File: config.mk
export PLATFORM = sky130hd
export DESIGN_NAME = lsu_ctrl
export DESIGN_NICKNAME = d
export VERILOG_FILES = /design/src/rtl/lsu_ctrl.sv
export SDC_FILE = /design/constraint.sdc
export NUM_CORES = 1
export LEC_CHECK = 0
export BUFFER_PORTS_ARGS = -buffer_cell sky130_fd_sc_hd__buf_2
export CAP_MARGIN = 40
export CELL_PAD_IN_SITES_DETAIL_PLACEMENT = 0
export CELL_PAD_IN_SITES_GLOBAL_PLACEMENT = 1
export CORE_MARGIN = 3
export CORE_UTILIZATION = 30
export DETAILED_ROUTE_END_ITERATION = 7
export PLACE_DENSITY = 0.7
export SETUP_SLACK_MARGIN = 0.3
export SYNTH_ARGS = -nofsm -noshare
export SYNTH_HDL_FRONTEND = slang
export SYNTH_SLANG_ARGS = --single-unit
File: constraint.sdc
create_clock -name clk -period 2.4 [get_ports clk]
set_clock_uncertainty 0.05 [all_clocks]
set_input_delay 0.48 -clock clk [delete_from_list [all_inputs] [get_ports clk]]
set_output_delay 0.48 -clock clk [all_outputs]
set_load 0.05 [all_outputs]
File: src/rtl/lsu_ctrl.sv
// Load/store sequencer: IDLE -> REQ -> DONE, 3 cycles minimum per access, 2 for decode errors.
// Holds mem_req until mem_ready (bounded by TIMEOUT_CYC); stalls the core until done.
module lsu_ctrl #(
    parameter int unsigned TIMEOUT_CYC = 255
) (
    input  logic        clk,
    input  logic        rst_n,
    input  logic [4:0]  lsunit,
    input  logic [31:0] addr,
    input  logic [31:0] wdata,
    output logic        stall,
    output logic [31:0] load_data,
    output logic        done,
    output logic        lsu_err,
    output logic [1:0]  lsu_err_code,
    output logic        mem_req,
    output logic        mem_we,
    output logic [31:0] mem_addr,
    output logic [31:0] mem_wdata,
    output logic [3:0]  mem_be,
    input  logic        mem_ready,
    input  logic [31:0] mem_rdata
);
    typedef enum logic [1:0] {IDLE, REQ, DONE} state_t;

    localparam logic [1:0]  ERR_NONE  = 2'b00;
    localparam logic [1:0]  ERR_ALIGN = 2'b01;
    localparam logic [1:0]  ERR_ILL   = 2'b10;
    localparam logic [1:0]  ERR_TOUT  = 2'b11;
    localparam logic [15:0] CNT_LAST  = 16'(TIMEOUT_CYC - 1);

    state_t      state;
    logic [15:0] cnt;
    logic [1:0]  off_q;
    logic [2:0]  f3_q;
    logic        we_q;
    logic [29:0] waddr_q;
    logic [31:0] wdata_q;
    logic [3:0]  be_q;
    logic [1:0]  err_q;
    logic [31:0] ld_q;

    logic        legal;
    logic        misal;
    logic [3:0]  be_n;
    logic [31:0] lanes_n;
    logic [31:0] rshift;
    logic [15:0] rhalf;
    logic [31:0] ext;

    // Decode of the incoming control word, only consumed in IDLE
    always_comb begin
        legal = 1'b0;
        case (lsunit[2:0])
            3'b000, 3'b001, 3'b010: legal = 1'b1;
            3'b100, 3'b101:         legal = ~lsunit[3];
            default:                legal = 1'b0;
        endcase
        misal = (lsunit[1:0] == 2'b01 && addr[0]) ||
                (lsunit[1:0] == 2'b10 && addr[1:0] != 2'b00);
        case (lsunit[1:0])
            2'b00:   begin be_n = 4'b0001 << addr[1:0]; lanes_n = {4{wdata[7:0]}};  end
            2'b01:   begin be_n = 4'b0011 << addr[1:0]; lanes_n = {2{wdata[15:0]}}; end
            default: begin be_n = 4'b1111;              lanes_n = wdata;            end
        endcase
    end

    always_comb begin
        rshift = mem_rdata >> {off_q, 3'b000};
        rhalf  = off_q[1] ? mem_rdata[31:16] : mem_rdata[15:0];
        case (f3_q)
            3'b000:  ext = {{24{rshift[7]}}, rshift[7:0]};
            3'b001:  ext = {{16{rhalf[15]}}, rhalf};
            3'b100:  ext = {24'd0, rshift[7:0]};
            3'b101:  ext = {16'd0, rhalf};
            default: ext = mem_rdata;
        endcase
    end

    always_ff @(posedge clk) begin
        if (!rst_n) begin
            state   <= IDLE;
            cnt     <= '0;
            off_q   <= '0;
            f3_q    <= '0;
            we_q    <= 1'b0;
            waddr_q <= '0;
            wdata_q <= '0;
            be_q    <= '0;
            err_q   <= ERR_NONE;
            ld_q    <= '0;
        end else begin
            case (state)
                IDLE: begin
                    if (lsunit[4]) begin
                        off_q   <= addr[1:0];
                        f3_q    <= lsunit[2:0];
                        we_q    <= lsunit[3];
                        waddr_q <= addr[31:2];
                        wdata_q <= lanes_n;
                        be_q    <= be_n;
                        cnt     <= '0;
                        if (!legal) begin
                            err_q <= ERR_ILL;
                            ld_q  <= '0;
                            state <= DONE;
                        end else if (misal) begin
                            err_q <= ERR_ALIGN;
                            ld_q  <= '0;
                            state <= DONE;
                        end else begin
                            err_q <= ERR_NONE;
                            state <= REQ;
                        end
                    end
                end
                REQ: begin
                    // mem_ready in the last counted cycle beats the timeout
                    if (mem_ready) begin
                        if (!we_q)
                            ld_q <= ext;
                        state <= DONE;
                    end else if (cnt == CNT_LAST) begin
                        err_q <= ERR_TOUT;
                        ld_q  <= '0;
                        state <= DONE;
                    end else begin
                        cnt <= cnt + 16'd1;
                    end
                end
                DONE:    state <= IDLE;
                default: state <= IDLE;
            endcase
        end
    end

    // Everything is forced low while reset is held, even before the first edge
    assign stall        = rst_n & ((state == IDLE) ? lsunit[4] : (state == REQ));
    assign done         = rst_n & (state == DONE);
    assign lsu_err      = done & (err_q != ERR_NONE);
    assign lsu_err_code = done ? err_q : ERR_NONE;
    assign load_data    = rst_n ? ld_q : 32'd0;
    assign mem_req      = rst_n & (state == REQ);
    assign mem_we       = mem_req & we_q;
    assign mem_addr     = rst_n ? {waddr_q, 2'b00} : 32'd0;
    assign mem_wdata    = rst_n ? wdata_q : 32'd0;
    assign mem_be       = rst_n ? be_q : 4'd0;
endmodule
# ---- Word-level counts from Yosys, hierarchy flattened
# Index checks and enable logic that the tools add are counted.
dict set report word_totals {
  word_cells 90
  output_inout_bits 107
  register_bits 124
  inputBits 104
}
dict set report classes {
  n_mux 34
  n_reduce_logical 17
  addsub 1
  n_eq_ne 19
  n_shift 3
  bitwise_logic 6
}
# op n
set op_table {}
lappend op_table {{$mux W32} 9}
lappend op_table {{$pmux W32 S2} 2}
lappend op_table {{$pmux W32 S4} 1}
lappend op_table {{$mux W16} 4}
lappend op_table {{$pmux W16 S2} 1}
lappend op_table {{$shr A32 B5 Y8} 1}
lappend op_table {{$mux W2} 10}
lappend op_table {{$add A16 B1 Y16 const B} 1}
lappend op_table {{$eq A16 B8 Y1 const B} 1}
lappend op_table {{$eq A3 B3 Y1 const B} 4}
lappend op_table {{$ne A3 B3 Y1 const B} 3}
lappend op_table {{$ne A2 B2 Y1 const B} 4}
lappend op_table {{$pmux W2 S2} 2}
lappend op_table {{$pmux W4 S2} 1}
lappend op_table {{$reduce_and A4 Y1} 2}
lappend op_table {{$eq A3 B1 Y1 const B} 2}
lappend op_table {{$logic_not A3 Y1} 2}
lappend op_table {{$reduce_bool A2 Y1} 3}
lappend op_table {{$and A1 B1 Y1} 5}
lappend op_table {{$reduce_and A5 Y1} 1}
lappend op_table {{$eq A2 B1 Y1 const B} 2}
lappend op_table {{$eq A2 B2 Y1 const B} 2}
lappend op_table {{$logic_not A2 Y1} 2}
lappend op_table {{$mux W4} 1}
lappend op_table {{11 further kinds} 14}

# ---- Logic depth before layout (Yosys ltp)
dict set report depth {
  depth_word 7
  depth_mapped 9
  depth_no_buf 7
}

# ---- Worst setup path after synthesis
# No wires, ideal clock.
dict set report synth_timing {
  kind {input -> output}
  start {input rst_n}
  end {output lsu_err}
  cell_stages 5
  setup_slack_ps -1074
  required_ps 1870
  arrival_time_ps 2944
  cell_sequence {clkbuf_1 > inv_1 > nor3b_1 > and2_1 > or2_2}
}
dict set report synth_via {
  elab_chain_len 2
}
# item line_no
set synth_lines {}
lappend synth_lines {{start, declared} 7} ;# input logic rst_n,
lappend synth_lines {{$and A1 B1 Y1} 139} ;# assign done = rst_n & (state == DONE);
lappend synth_lines {{net done} 13} ;# output logic done,
lappend synth_lines {{$and A1 B1 Y1} 140} ;# assign lsu_err = done & (err_q != ERR_NONE);
lappend synth_lines {{end, declared} 14} ;# output logic lsu_err,
# The timed path passes the listed nets, and every way through them passes these cells.

# ---- Final worst setup path
dict set report layout_timing {
  start {register state[1]}
  end {output lsu_err}
}
dict set report layout_via {
  elab_chain_len 3
}
# item line_no
set layout_lines {}
lappend layout_lines {{start, declared} 32} ;# state_t state;
lappend layout_lines {{start signal, assigned} 82} ;# state <= IDLE;
lappend layout_lines {{start signal, assigned} 106} ;# state <= DONE;
lappend layout_lines {{start signal, assigned} 110} ;# state <= DONE;
lappend layout_lines {{$eq A2 B2 Y1} 139}
lappend layout_lines {{$and A1 B1 Y1} 139}
lappend layout_lines {{$and A1 B1 Y1} 140}
# No other way between the ends.

==> results_dict.tcl <==
set metrics [dict create \
    yosys.area.top_type "dfxtp_1" \
    cts-root-buf "clkbuf_16" \
    layout_common_cells "buf_2, nand2_1, dfxtp_1" \
    ioPinCount 211 \
    timing.fmax_ghz 0.495 \
    cts_buffers 17 \
    final_layout_size_suffix_gt1_share_pct 29.5 \
    tightest_slew_ps 723 \
    fin_setup_tns_ps 0 \
    drt-initial-drc-count 232 \
    crit_type "reg2out" \
    critical-path-slowest-cell "dfxtp_4" \
    hpwl_mm 13.8 \
    crit_family "simple AND/OR/NAND/NOR gates" \
    cp-end-kind "output pin" \
    path_cells "nor3b_4 -> and2_4 -> or2_4 -> buf_6" \
    min_path_type "in2reg" \
    grt_pass1_vias 5979 \
    gp_congestion 0.792 \
    synth.top_cell.area_share_pct 39.7 \
    htree_levels 4 \
    synth-simple-area-share_pct 27.1 \
    wl_mm 19.4 \
    r2r-start "off_q[0]$_SDFFE_PN0P_" \
    grt_max_degree 63 \
    vias 6121 \
    seq_area_frac_synth_pct 39.7 \
    first_pass_iters 4 \
    tritoncts "done" \
    placed_area_sq_um 7640 \
    crit_fanout 7 \
    drv_cap 0 \
    syn_to_final_growth_pct 32.4 \
    die_y_um 150 \
    num_rows 52 \
    antenna_left 0 \
    final-hold-violation-count 0 \
    async_flop_share_pct 0 \
    synth.area.top_cells "dfxtp_1, nand2_1, and2_1, a21oi_1, mux2i_1" \
    arrival_ps 1490 \
    yosysUniqueCellTypes 55 \
    track_usage_pct 16.9 \
    rsz0062_at_grt "true" \
    dieArea_sq_um 22600 \
    required_ps 1870 \
    p_per_area_nw_per_um2 709 \
    vdd_ir_drop_max_mv 0.472 \
    clock-sinks 124 \
    hp-start "addr[10]" \
    synth_compound_area_share_pct 19.2 \
    setup_viol 0 \
    outcome "finished, final reports clean" \
    clk_path_buf_depth 2 \
    coreArea_sq_um 20400 \
    avgSynthCellArea_sq_um 7.68 \
    final_common_cell "buf_2" \
    synth_edf_count 0 \
    route.detailed.drc 0 \
    grt_pass1_wl_mm 30.7 \
    max_stage_delay_ps 370 \
    stdcell_count 1288 \
    final-max-slew-violation-count 0 \
    diodes 0 \
    crit_start "state[1]$_SDFFE_PN0P_" \
    vias_per_cell 4.75 \
    yosysWarnings 0 \
    grt_overflow_total 0 \
    place_inst 1255 \
    slew_headroom_pct 51.8 \
    fin_util_pct 40.7 \
    ys_ff_latch 124 \
    synthesis.area_sq_um 6260 \
    nNetsFinal 1111 \
    period_needed_ps 2020 \
    path_clk_slew_ps 60 \
    post-route-cell-area_sq_um 8280 \
    io_buffers 208 \
    initial_utilization_pct 30.7 \
    die_w_um 150 \
    start_kind "flop" \
    p_leak_uw 0.00395 \
    antenna_found_initial 2 \
    synthFlopType "dfxtp_1" \
    synth_top_family_by_area "simple AND/OR/NAND/NOR gates" \
    wl_per_cell_um 15.1 \
    synthAdderAreaFrac_pct 0.400 \
    syn_inst 815 \
    synthMuxAreaShare_pct 4.56 \
    critPathBufInv 1 \
    period_share_pct 84.2 \
    synth_xor_area_share_pct 1.82 \
    clk-insertion-delay-late_ps 410 \
]
cell type report:
type,instances,area (sq um)
fillers,2149,12100
clock inverters,11,143
flip-flops and latches,124,2490
multi-input cells,585,3360
well taps,270,338
repair buffers,233,1320
inverters,44,170
clock buffers,21,460
kinds of logic after synthesis:
family	Yosys count
AND/OR/NAND/NOR	362
AO/OA/AOI/OAI	178
flip-flops	124
buffers and inverters	107
multiplexers	28
XOR/XNOR	13
adder cells (fa/ha/maj)	2
other	1
per-layer routing:
metal / up-vias / wire [um] / GRT usage [%]
met4: 4 / 148 / 3.61
li1: 3105 / - / -
met1: 2822 / 8630 / 21.0
met3: 14 / 1630 / 6.95
met5: - / 21 / 0
met2: 176 / 8980 / 27.6
sequential cells by signal (all words and copies together), names as in the netlist:
| name | count |
|---|---|
| waddr_q | 30 |
| cnt | 16 |
| be_q | 4 |
| ld_q | 32 |
| state | 2 |
| wdata_q | 32 |
| off_q | 2 |
| we_q | 1 |
| err_q | 2 |
| f3_q | 3 |
path summary, 6_finish.rpt:
path                         endpoint  slack (ps)  cells past startpoint
max                           lsu_err         380                      4
min reg2reg  waddr_q[24]$_SDFFE_PN0P_         400                      2
min           waddr_q[8]$_SDFFE_PN0P_         250                      3
max reg2reg     ld_q[22]$_SDFFE_PN0P_         490                      6
through the flow:
| stage | hold WS [ps] | worst slack [ps] | total power [uW] |
|---|---|---|---|
| 6_report | 254 | 380 | 5870 |
| 5_1_grt | 248 | 274 | 6140 |
| 4_1_cts | 234 | 312 | 5950 |
| 3_5_place_dp | 392 | 275 | 3280 |
| 3_3_place_gp | 388 | 131 | 3250 |
| 2_1_floorplan | 382 | 104 | 2940 |
cells in the mapped netlist (5+ instances only):
cell type  count
a211oi_1      12
a21oi_1       65
a221oi_1       8
a311oi_1       9
a31oi_1        8
and2_1        69
buf_2         13
buf_4          5
clkbuf_1      42
dfxtp_1      124
inv_1         43
mux2i_1       24
nand2_1      182
nand4_1        6
nor2_1        61
nor3_1        14
o21ai_0       32
o221ai_1       7
o22ai_1       15
o22ai_2       10
xor2_1        10
where the power goes:
group	switching [uW]	leakage, uW	internal, uW
Combinational	672	0.00264	336
Sequential	58.9	0.00101	2160
Clock	956	0.000293	1680
Total	1690	0.00395	4190
timing repair:
item                                    4_1_cts  5_1_grt
cloned                                        0        0
pin swaps                                     0        1
gates resized for setup                       5        5
endpoints found under the setup margin        5       27
setup buffers                                 0        1
hold buffers                                  0        0
tightest hold or removal path, stage by stage:
cell     delay, ps
buf_2           90
nand2_1         40
a21oi_1         50
Power figures use the tool's default switching activity.
